[config.mk]
export PLATFORM = sky130hd
export DESIGN_NAME = fir_mac_seq
export DESIGN_NICKNAME = d
export VERILOG_FILES = /design/src/rtl/fir_mac_seq.sv
export SDC_FILE = /design/constraint.sdc
export NUM_CORES = 2
export LEC_CHECK = 0
export ABC_AREA = 1
export CORE_UTILIZATION = 55
export DETAILED_ROUTE_END_ITERATION = 8
export PLACE_DENSITY_LB_ADDON = 0.08
export SLEW_MARGIN = 20
export SYNTH_ARGS = -nofsm -noshare
export SYNTH_HDL_FRONTEND = slang
export SYNTH_SLANG_ARGS = --single-unit
[constraint.sdc]
create_clock -name clk2 -period 9.2 [get_ports clk2]
set_input_delay 1.84 -clock clk2 [delete_from_list [all_inputs] [get_ports clk2]]
set_output_delay 1.84 -clock clk2 [all_outputs]
set_load 0.05 [all_outputs]
[src/rtl/fir_mac_seq.sv]
// Single-MAC sequential FIR filter.
// Each accepted sample goes into a circular history buffer. The filter then
// walks the taps one per clock, summing coef[k] * history[newest - k]. The
// sum is rounded, shifted down by SHIFT and saturated to DATA_W bits, then
// held on a valid/ready output port until it is taken. Coefficients can be
// loaded at runtime, but only while the filter is idle.
module fir_mac_seq #(
  parameter  int DATA_W = 16,
  parameter  int COEF_W = 16,
  parameter  int TAPS   = 64,
  parameter  int SHIFT  = 15,
  parameter  int ACC_W  = 40,
  localparam int AW     = $clog2(TAPS)
) (
  input  logic              clk2,
  input  logic              rstn,
  input  logic              in_valid,
  output logic              in_ready,
  input  logic [DATA_W-1:0] in_data,
  output logic              out_valid,
  input  logic              out_ready,
  output logic [DATA_W-1:0] out_data,
  input  logic              coef_we,
  input  logic [AW-1:0]     coef_addr,
  input  logic [COEF_W-1:0] coef_data,
  output logic              busy
);

  localparam logic [1:0] IDLE = 2'd0;
  localparam logic [1:0] MAC  = 2'd1;
  localparam logic [1:0] OUT  = 2'd2;

  localparam int PROD_W = DATA_W + COEF_W;
  localparam int RS     = (SHIFT > 0) ? SHIFT - 1 : 0;

  localparam logic [AW-1:0]            K_LAST  = AW'(TAPS - 1);
  localparam logic [ACC_W-1:0]         ACC_ONE = {{(ACC_W-1){1'b0}}, 1'b1};
  localparam logic signed [ACC_W-1:0]  ROUND_K = (SHIFT > 0) ? (ACC_ONE << RS) : '0;
  localparam logic signed [ACC_W-1:0]  SAT_MAX = {{(ACC_W-DATA_W+1){1'b0}}, {(DATA_W-1){1'b1}}};
  localparam logic signed [ACC_W-1:0]  SAT_MIN = {{(ACC_W-DATA_W+1){1'b1}}, {(DATA_W-1){1'b0}}};

  logic [1:0]               state;
  logic [AW-1:0]            wr_ptr;
  logic [AW-1:0]            rd_idx;
  logic [AW-1:0]            k;
  logic signed [ACC_W-1:0]  acc;

  logic signed [DATA_W-1:0] hist [TAPS];
  logic signed [COEF_W-1:0] coef [TAPS];

  logic signed [PROD_W-1:0] prod;
  logic signed [ACC_W-1:0]  prod_ext;
  logic signed [ACC_W-1:0]  sum;
  logic signed [ACC_W-1:0]  rounded;
  logic signed [ACC_W-1:0]  shifted;
  logic [DATA_W-1:0]        sat_val;

  logic                     accept;

  assign in_ready = (state == IDLE);
  assign busy     = (state != IDLE);
  assign accept   = (state == IDLE) && in_valid;

  assign prod     = coef[k] * hist[rd_idx];
  assign prod_ext = {{(ACC_W-PROD_W){prod[PROD_W-1]}}, prod};
  assign sum      = acc + prod_ext;

  // Round half-up, shift out the coefficient fraction bits, then clamp to the output range.
  always_comb begin
    rounded = sum + ROUND_K;
    shifted = rounded >>> SHIFT;
    sat_val = shifted[DATA_W-1:0];
    if (shifted > SAT_MAX) begin
      sat_val = SAT_MAX[DATA_W-1:0];
    end else if (shifted < SAT_MIN) begin
      sat_val = SAT_MIN[DATA_W-1:0];
    end
  end

  // Coefficient bank: writable only while idle; writes during a computation are dropped.
  always_ff @(posedge clk2 or negedge rstn) begin
    if (!rstn) begin
      for (int i = 0; i < TAPS; i++) coef[i] <= '0;
    end else if (coef_we && (state == IDLE) && (int'(coef_addr) < TAPS)) begin
      coef[coef_addr] <= coef_data;
    end
  end

  // History buffer: the accepted sample lands at the write pointer.
  always_ff @(posedge clk2 or negedge rstn) begin
    if (!rstn) begin
      for (int i = 0; i < TAPS; i++) hist[i] <= '0;
    end else if (accept) begin
      hist[wr_ptr] <= in_data;
    end
  end

  // Control: accept a sample, walk the taps newest-first, then hold the result until taken.
  always_ff @(posedge clk2 or negedge rstn) begin
    if (!rstn) begin
      state     <= IDLE;
      wr_ptr    <= '0;
      rd_idx    <= '0;
      k         <= '0;
      acc       <= '0;
      out_valid <= 1'b0;
      out_data  <= '0;
    end else begin
      case (state)
        IDLE: begin
          if (in_valid) begin
            rd_idx <= wr_ptr;
            wr_ptr <= (wr_ptr == K_LAST) ? '0 : wr_ptr + 1'b1;
            acc    <= '0;
            k      <= '0;
            state  <= MAC;
          end
        end
        MAC: begin
          if (k == K_LAST) begin
            out_data  <= sat_val;
            out_valid <= 1'b1;
            state     <= OUT;
          end else begin
            acc    <= sum;
            k      <= k + 1'b1;
            rd_idx <= (rd_idx == '0) ? K_LAST : rd_idx - 1'b1;
          end
        end
        OUT: begin
          if (out_ready) begin
            out_valid <= 1'b0;
            state     <= IDLE;
          end
        end
        default: state <= IDLE;
      endcase
    end
  end

endmodule
==> metrics <==
yosys warns=0; Arrival @ worst endpoint=9.78 ns; portion of the post-synthesis area used by sequential elements=49.63%; CTS Sinks=2125; number of buffers on the longest clock path=3; CP max stage delay=0.58 ns; met3 usage in global routing=5.030%; shortest clock period the worst path allows after layout=8.953 ns; DRC violation count after routing=0; final net count=13260; share of layout cells above drive strength 1=11.04%; Worst-Margin Slew=1.169 ns; std cell rows=161; routability congestion estimate=0.9286; Num CTS Buffers=221; count of buffers from port buffering=61; R2R cell count=44; die height=443.4 um; type of the most critical hold path=flop to flop; wire length per cell=22.70 um; number of flops mapped to enable cells by yosys=0; Inst Count DP=14990; master cell of the clock root buffer=clkbuf_16; synth-to-layout area growth=14.76%; worst flop-to-flop path endpoint=out_data[2]; clock transition at the registers of the reported paths=0.07 ns; horizontal die dimension=443.4 um; per-cell via count in the routed design=5.995; non-filler instance count after layout=15480; total wirelength of the detailed-routed design=351500 um; number of nets in the synthesized netlist=13380; data required time at the worst endpoint=10.03 ns; floorplan core area=193000 um2; cell type contributing the most total cell area after synthesis=dfrtp_1; First-pass DRT Iterations=6; largest net degree at the start of global routing=176; max cap viols=0; number of instances on the worst hold path=2; Final setup violation count=0; overall routing resource usage=34.67%; Peak Freq=0.1117 GHz; crit path from=rd_idx[0]; count of state elements after synthesis=2125; final hold violation count=0; CTS tree=built; flop2flop setup slack=0.25 ns; slew margin rel.=21.46%; number of top-level pins=62; post-detailed-placement half-perimeter wirelength=217500 um; cell with the most instances on the worst path=nand2_1; number of instances in the synthesized netlist=12890; drt first-iter violations=9599; CP Max Fanout=17; die outline area=196600 um2; total number of H-tree levels=4; beginning of the worst hold path=hist[303]; grt ovf=0; number of antenna violations at the first check in global routing=5; setup repair after global routing missed its margin=yes; area share of the largest cell type after synthesis=49.63%; wire length of the first global-routing pass=531700 um; cell types with the largest area share after synthesis=dfrtp_1, o21ai_0, nand2_1, fa_1, nor2_1; count of vias placed by the detailed router=92810; area of the mapped netlist=107100 um2; Max Clock Skew=0.04976 ns; worst r2r src=rd_idx[0]; most used routing layer in global routing=met2; antenna-violating nets left=0; nature of the critical path startpoint=flop; number of distinct library cell variants in the gate-level netlist after synthesis=45; GRT met1 Usage=46.56%; routing usage on met2=55.85%; Hold Crit Endpoint=hist[303]; utilization after layout=63.72%; Async S/R FF share, synth=100.0%; share of the clock period used by the worst path after layout=97.32%; Slowest-stage cell, CP=dfrtp_4; CP Capture Type=flop; number of fill cells=16640; average footprint of a synthesized cell=8.312 um2; Setup Crit Path Kind=flop to flop; max-slew violation count=0; via count of the first global-routing pass=89280; clock latency at the later pin of the worst-skew pair=0.89 ns; initial core utilization=55.52%; run status=finished clean; dominant synthesized flop cell=dfrtp_1; Worst Hold Slack=0.4779 ns
critical path: cells and delay by family (launching register included):
kind | cells | cell delay [ns]
AOI/OAI and AO/OA | 4 | 1.16
adders and majority gates | 7 | 3.26
and+or+nand+nor | 21 | 2.43
buffers and inverters | 12 | 1.41
DFF | 1 | 0.58
layout by cell type, fill, tap and decap left out, types with 13 or more instances in the layout:
master	netlist	final
o221ai_1	172	162
nand4_1	106	106
nand2_2	6	123
inv_1	658	626
nor2_1	1271	1199
nand2_1	3076	2951
nor2_4	1	30
nand3_1	206	170
clkbuf_8	0	58
o21ai_1	0	26
clkdlybuf4s50_1	0	60
xor2_1	23	21
buf_12	0	81
o22ai_1	335	330
clkbuf_16	0	247
clkbuf_1	948	36
ha_1	120	99
o21ai_0	3128	3100
nand3_2	2	35
ha_4	0	21
fa_1	330	322
nor3_1	20	14
bufinv_16	0	18
a21oi_1	60	47
buf_4	1	476
dfrtp_1	2125	2118
nor2_2	1	44
buf_16	0	17
buf_6	2	26
clkinv_2	0	51
inv_2	1	58
a21oi_2	0	13
o211ai_1	91	91
cell families after synthesis:
group                    count (synthesis)  share of synthesized area [%]
AND/OR/NAND/NOR                       4715                          17.14
AO/OA/AOI/OAI                         3820                          19.14
flip-flops                            2125                          49.63
buffers and inverters                 1745                          6.230
adder cells (fa/ha/maj)                450                          7.567
XOR/XNOR                                36                         0.2943
registers in the layout (all words and copies together) (netlist names):
register	flops
acc	40
coef	1024
hist	1024
k	6
out_data	16
out_valid	1
rd_idx	6
state	2
wr_ptr	6
area by class of cell:
cell class	instances	area, um2	share of cell area, %
Sequential cell	2125	53200	43.26
Timing Repair inverter	5	58.81	0.04783
Clock buffer	320	6589	5.359
Inverter	699	2733	2.222
Timing Repair Buffer	687	7164	5.827
Tap cell	2526	3161	2.570
Multi-Input combinational cell	9023	48990	39.84
Antenna cell	4	10.01	0.008141
Clock inverter	93	1056	0.8588
per-layer routing:
layer  wire (um)  share of wire [%]
met5           0                  0
met4       19100                5.4
met3       25760                7.3
met2      164600                 47
met1      142100                 40
synth_stat cells (60+ instances only):
library cell and number:
o21ai_0 3128, nand2_1 3076, dfrtp_1 2125, nor2_1 1271, clkbuf_1 948, inv_1 658, o22ai_1 335, fa_1 330
nand3_1 206, o221ai_1 172, ha_1 120, nand4_1 106, o211ai_1 91, buf_2 76, a21oi_1 60
worst max-delay path by stage:
stage / to / depth (start not counted) / slack [ns]
floorplan: out_data[6] / 48 / 0.78
detailed placement: out_data[10] / 46 / 0.02
global route: out_data[2] / 46 / -0.12
CTS: out_data[14] / 47 / 0.04
global placement: out_data[10] / 46 / -0.03
finish: out_data[2] / 44 / 0.25
per-stage QoR:
stage | cell area (um2) | TNS, ns | setup WS, ns
2_1_floorplan | 107100 | 0 | 0.7771
3_3_place_gp | 112400 | -0.1612 | -0.02611
3_5_place_dp | 112400 | 0 | 0.01517
4_1_cts | 120000 | 0 | 0.03710
5_1_grt | 123000 | -1.511 | -0.1232
6_report | 123000 | 0 | 0.2468
timing repair:
action	in CTS	in global routing
endpoints found under the setup margin	11	16
hold buffers	0	0
resized for setup	2	456
cloned	0	31
buffers inserted	0	50
pin swaps	0	119
Power is left out: the tool's default activity adds up to more than one toggle a clock period on the data nets, which glitch-free logic cannot reach.
